[src/rtl/systolic_pkg.sv]
// rtl/systolic_pkg.sv - shared state encoding, default sizes and drain length helper for the systolic feeder
package systolic_pkg;

    typedef enum logic [1:0] {
        IDLE,
        LOAD_W,
        STREAM,
        DRAIN
    } feeder_state_t;

    localparam int DEFAULT_MATRIX_SIZE = 2;
    localparam int DEFAULT_DATA_SIZE   = 32;

    // Zeros must flow until the last lane's final operand has crossed the whole array.
    function automatic int drain_cycles(input int n);
        return 2 * n - 1;
    endfunction

endpackage

[src/rtl/skew_delay_line.sv]
// rtl/skew_delay_line.sv - DEPTH+1 stage register shift chain, one per feeder lane
module skew_delay_line #(
    parameter int DEPTH     = 0,
    parameter int DATA_SIZE = 32
) (
    input  logic                 clk,
    input  logic                 reset,
    input  logic [DATA_SIZE-1:0] din,
    output logic [DATA_SIZE-1:0] dout
);

    logic [DATA_SIZE-1:0] stage [DEPTH+1];

    always_ff @(posedge clk) begin
        if (reset) begin
            for (int i = 0; i <= DEPTH; i++) begin
                stage[i] <= '0;
            end
        end else begin
            stage[0] <= din;
            for (int i = 1; i <= DEPTH; i++) begin
                stage[i] <= stage[i-1];
            end
        end
    end

    assign dout = stage[DEPTH];

endmodule

[src/rtl/systolic_feeder.sv]
// rtl/systolic_feeder.sv - loads weight rows, streams skewed activation rows, drains and pulses done; SYSTOLIC_FEEDER_PERF_EN adds bubble_count
module systolic_feeder
    import systolic_pkg::*;
#(
    parameter int MATRIX_SIZE = DEFAULT_MATRIX_SIZE,
    parameter int DATA_SIZE   = DEFAULT_DATA_SIZE
) (
    input  logic                 clk,
    input  logic                 reset,
    input  logic                 w_valid,
    output logic                 w_ready,
    input  logic [DATA_SIZE-1:0] w_row       [MATRIX_SIZE-1:0],
    input  logic                 a_valid,
    output logic                 a_ready,
    input  logic [DATA_SIZE-1:0] a_row       [MATRIX_SIZE-1:0],
    input  logic                 a_last,
    output logic                 ld_weight,
    output logic [DATA_SIZE-1:0] out_weights [MATRIX_SIZE-1:0],
    output logic [DATA_SIZE-1:0] out_data    [MATRIX_SIZE-1:0],
    output logic                 busy,
    output logic                 done
`ifdef SYSTOLIC_FEEDER_PERF_EN
    ,
    output logic [15:0]          bubble_count
`endif
);

    localparam int CW = $clog2(2 * MATRIX_SIZE) + 1;
    localparam logic [CW-1:0] W_LAST     = CW'(MATRIX_SIZE);
    localparam logic [CW-1:0] DRAIN_LAST = CW'(drain_cycles(MATRIX_SIZE) - 1);

    feeder_state_t state, state_n;
    logic [CW-1:0] wcnt, dcnt;
    logic [CW-1:0] wcnt_inc;
    logic          w_acc, a_acc;

    assign wcnt_inc = wcnt + CW'(1);
    assign w_acc    = w_valid && w_ready;
    assign a_acc    = a_valid && a_ready;

    always_comb begin
        state_n = state;
        w_ready = 1'b0;
        a_ready = 1'b0;
        case (state)
            IDLE: begin
                w_ready = 1'b1;
                if (w_valid) state_n = (MATRIX_SIZE == 1) ? STREAM : LOAD_W;
            end
            LOAD_W: begin
                w_ready = 1'b1;
                if (w_valid && (wcnt_inc == W_LAST)) state_n = STREAM;
            end
            STREAM: begin
                a_ready = 1'b1;
                if (a_valid && a_last) state_n = DRAIN;
            end
            DRAIN: begin
                if (dcnt == DRAIN_LAST) state_n = IDLE;
            end
            default: state_n = IDLE;
        endcase
    end

    always_ff @(posedge clk) begin
        if (reset) begin
            state     <= IDLE;
            wcnt      <= '0;
            dcnt      <= '0;
            ld_weight <= 1'b0;
            for (int k = 0; k < MATRIX_SIZE; k++) begin
                out_weights[k] <= '0;
            end
        end else begin
            state     <= state_n;
            ld_weight <= w_acc;
            if (w_acc) begin
                wcnt <= (state == IDLE) ? CW'(1) : wcnt_inc;
                for (int k = 0; k < MATRIX_SIZE; k++) begin
                    out_weights[k] <= w_row[k];
                end
            end
            // dcnt indexes the current DRAIN cycle, so it restarts at zero on entry.
            dcnt <= (state == DRAIN) ? dcnt + CW'(1) : '0;
        end
    end

    // Lane k sits behind k extra registers so operands reach the right PE diagonal.
    for (genvar k = 0; k < MATRIX_SIZE; k++) begin : g_lane
        logic [DATA_SIZE-1:0] lane_in;
        assign lane_in = a_acc ? a_row[k] : '0;
        skew_delay_line #(
            .DEPTH     (k),
            .DATA_SIZE (DATA_SIZE)
        ) u_skew (
            .clk   (clk),
            .reset (reset),
            .din   (lane_in),
            .dout  (out_data[k])
        );
    end

    assign busy = (state != IDLE);
    // Gated by reset so a job abandoned on its final drain cycle never reports done.
    assign done = (state == DRAIN) && (dcnt == DRAIN_LAST) && !reset;

`ifdef SYSTOLIC_FEEDER_PERF_EN
    always_ff @(posedge clk) begin
        if (reset) begin
            bubble_count <= '0;
        end else if (state == IDLE && w_acc) begin
            bubble_count <= '0;
        end else if (state == STREAM && !a_valid && bubble_count != 16'hFFFF) begin
            bubble_count <= bubble_count + 16'd1;
        end
    end
`endif

endmodule

[config.mk]
export PLATFORM = sky130hd
export DESIGN_NAME = systolic_feeder
export DESIGN_NICKNAME = d
export VERILOG_FILES = /design/src/rtl/systolic_pkg.sv /design/src/rtl/skew_delay_line.sv /design/src/rtl/systolic_feeder.sv
export SDC_FILE = /design/constraint.sdc
export NUM_CORES = 1
export LEC_CHECK = 0
export ABC_CLOCK_PERIOD_IN_PS = 2050
export BUFFER_PORTS_ARGS = -buffer_cell sky130_fd_sc_hd__clkbuf_2
export CAP_MARGIN = 20
export CORE_MARGIN = 1.5
export CORE_UTILIZATION = 47
export DETAILED_ROUTE_END_ITERATION = 7
export PLACE_DENSITY = 0.79
export SLEW_MARGIN = 5
export SYNTH_ARGS = -nofsm -noshare
export SYNTH_HDL_FRONTEND = slang
export SYNTH_HIERARCHICAL = 1
export SYNTH_SLANG_ARGS = --single-unit
[constraint.sdc]
create_clock -name clk -period 2.05 [get_ports clk]
set_input_delay 0.205 -clock clk [delete_from_list [all_inputs] [get_ports clk]]
set_output_delay 0.205 -clock clk [all_outputs]
set_load 0.02 [all_outputs]
==> reports/summary.txt <==
Starting DRT DRC Count - 350
Max transition margin - 63.6%
Post-route ant nets - 0
Yosys top cell area share - 54.8%
Grt total ovfl - 0
Clock-pin slew on the worst setup and hold paths - 0.06 ns
Number of global-route vias before repair - 5,216
Pwr dens - 1090 nW/um^2
Core footprint - 12,700 um^2
I/O Pins - 266
FP Rows - 41
DRC violations left - 0
Status - finished, final reports clean
Mean number of vias per cell - 4.76
Fin. max-slew vios - 0
Peak VDD IR - 0.793 mV
CTS H-Tree Depth - 4
Post-Syn Nets - 790
CTS tree - yes
Die Ht - 118 um
# port buffers - 265
Fill count - 980
First-pass GRT wire length - 25,100 um
Routed vias - 5,209
Min-Delay Path Class - in -> reg
Hold endpoint - out_weights[43]
CTS-repair resized insts - 0
RSZ-0062 raised after global routing - false
Final wirelength - 15,900 um
GPL Wtd Cong - 0.811
Cell Area, Synth - 6170 um^2
Clock skew - 0.0102 ns
Dpl ws - 0.230 ns
Slowest CP cell - dfxtp_1
Reg2reg start - state[0]
Routed wire length per instance - 14.6 um
Hold slack final - 0.0194 ns
Reg2Reg Depth - 5
Min-delay src - w_row[43]
Post-Synthesis Cells - 648
Starting Density - 48.5%
Worst-Skew Late Latency - 0.42 ns
CP Class - reg -> out
Max-cap viol count - 0
Root Driver - clkbuf_16
Post-detail-place hpwl - 9650 um
Worst Setup Slack, final - 0.185 ns
Slowest stage delay, CP - 0.35 ns
Setup TNS - 0 ns
Layout area overhead - 36.0%
Drt pass-1 iters - 5
Crit end category - output pin
Final Cycle Share - 91.0%
GRT Total Usage - 23.0%
Fin nets - 1,051
R2R Setup Slk - 0.21 ns
Synth warn - 6
Critical path origin - state[0]
Final worst path period need - 1.87 ns
Synth area leader - dfxtp_1
Final Hold Viols - 0
Arr. time, crit path - 1.66 ns
Worst Tran Pin Value - 0.546 ns
Worst r2r dst - state[0]
Highest clock rate - 0.536 GHz
Synth cell types - 28
Die Wd - 118 um
Worst Hold Depth - 3
Avg Synthesized Cell Area - 9.52 um^2
Postcts setup bufs - 0
Sink Count - 169
Crit-path cells - inv_1, ha_1, or2_1, clkbuf_2
Synth area leaders - dfxtp_1 (55%), nor2b_2 (8.5%), nand2_1 (7.8%), and3_1 (6.5%), a21oi_1 (5.4%)
Post-synthesis register bit count - 169
Initial antenna violation count - 0
Largest net degree at the start of global routing - 66
Die area - 13,800 um^2
Antenna Cells - 0
# setup viols final - 0
Total CTS buffers - 17
Static leakage - 4.08 nW
Critical Path RT - 1.85 ns
Clk buf depth - 2
Crit-path max FO - 8
Seq/Total Area, Yosys - 54.8%
Crit start category - flip-flop
Layout cells sized above 1 - 40.0%
==> synth_stat cells <==
master	instances
dfxtp_1	169
nand2_1	128
a21oi_1	66
and3_1	64
nor2b_2	60
nor2b_1	36
buf_4	35
clkbuf_1	30
nor2_1	12
ha_1	9
inv_1	7
buf_6	6
buf_1	3
buf_2	3
o21ai_1	3
buf_8	2
nand2b_1	2
o41ai_2	2
xnor2_1	2
a211oi_1	1
a21boi_0	1
a21boi_1	1
a221o_1	1
nor3_1	1
nor4b_1	1
o21a_1	1
o21ai_0	1
or2_1	1
==> timing repair <==
item / 4_1_cts / 5_1_grt
hold endpoints to repair: 47 / 0
setup endpoints to repair: 0 / 0
hold buffers: 47 / 0
==> metrics by stage <==
step / power, W / cells / area (um^2) / util [%]
floorplan: 0.00528 / 648 / 6170 / -
global placement: 0.00592 / 1015 / 7340 / 57.7
detailed placement: 0.00596 / 1015 / 7340 / 57.7
CTS: 0.00919 / 1094 / 8390 / 66.0
global route: 0.00960 / 1094 / 8390 / 66.0
finish: 0.00916 / 1094 / 8390 / 66.0
==> power breakdown <==
group / leakage, nW / total [W] / internal, W / switching [W]
Clock: 0.285 / 0.00315 / 0.00184 / 0.00131
Combinational: 2.42 / 0.00224 / 0.000814 / 0.00143
Sequential: 1.37 / 0.00377 / 0.00361 / 0.000160
==> registers in the layout (all words and copies together), names as in the netlist <==
register / flops
dcnt: 3
ld_weight: 1
wcnt: 3
g_lane.u_skew/stage: 96
out_weights: 64
state: 2
==> per-layer routing <==
metal,track usage (%),routed length [um]
met5,0,0
met4,11.0,544
met3,8.04,1080
met2,41.1,8130
met1,24.0,6200
==> worst max-delay path: cells and delay by family (launching register included) <==
kind          cells  cell delay, ns
simple gates      1            0.29
fa+ha+maj         1            0.33
flops             1            0.35
buf+inv           2            0.27
==> kinds of logic (layout without fill, tap and decap cells) <==
logic type / after synthesis / after routing / synth area share (%)
buffers and inverters: 86 / 360 / 8.52
adders and majority gates: 9 / 9 / 1.82
xor gates and xnor gates: 2 / 2 / 0.284
and+or+nand+nor: 305 / 305 / 27.7
DFF: 169 / 169 / 54.8
AOI/OAI and AO/OA: 77 / 77 / 6.85
==> placed cells by master (no fill, tap or decap), types with 2 or more instances in the layout <==
cell	count
nand2_1	128
clkbuf_2	264
buf_12	3
nand2b_1	2
nor2b_2	60
dfxtp_1	169
xnor2_1	2
bufinv_16	2
clkbuf_16	17
buf_4	6
and3_1	64
nor2_1	12
a21oi_1	66
clkinv_2	3
inv_6	4
clkinv_4	2
inv_1	7
o41ai_2	2
ha_1	9
nor2b_1	36
clkinvlp_4	2
dlygate4sd3_1	47
o21ai_1	2
==> cell type report <==
| type | instances | area [um^2] | area share [%] |
|---|---|---|---|
| inverter | 7 | 26.3 | 0.313 |
| sequential | 169 | 3380 | 40.3 |
| clock inverter | 13 | 143 | 1.70 |
| tap | 172 | 215 | 2.56 |
| multi-input combinational | 393 | 2270 | 27.1 |
| timing repair buffer | 321 | 1910 | 22.7 |
| clock buffer | 19 | 443 | 5.28 |
==> worst max-delay path by stage <==
stage	end	slack, ns	depth (start not counted)
after global placement	state[0]	0.29	5
final	w_ready	0.18	4
after floorplan	state[0]	0.24	6
after global routing	state[0]	0.09	5
after CTS	w_ready	0.18	4
after detailed placement	state[0]	0.23	5
(Power assumes the default switching activity.)
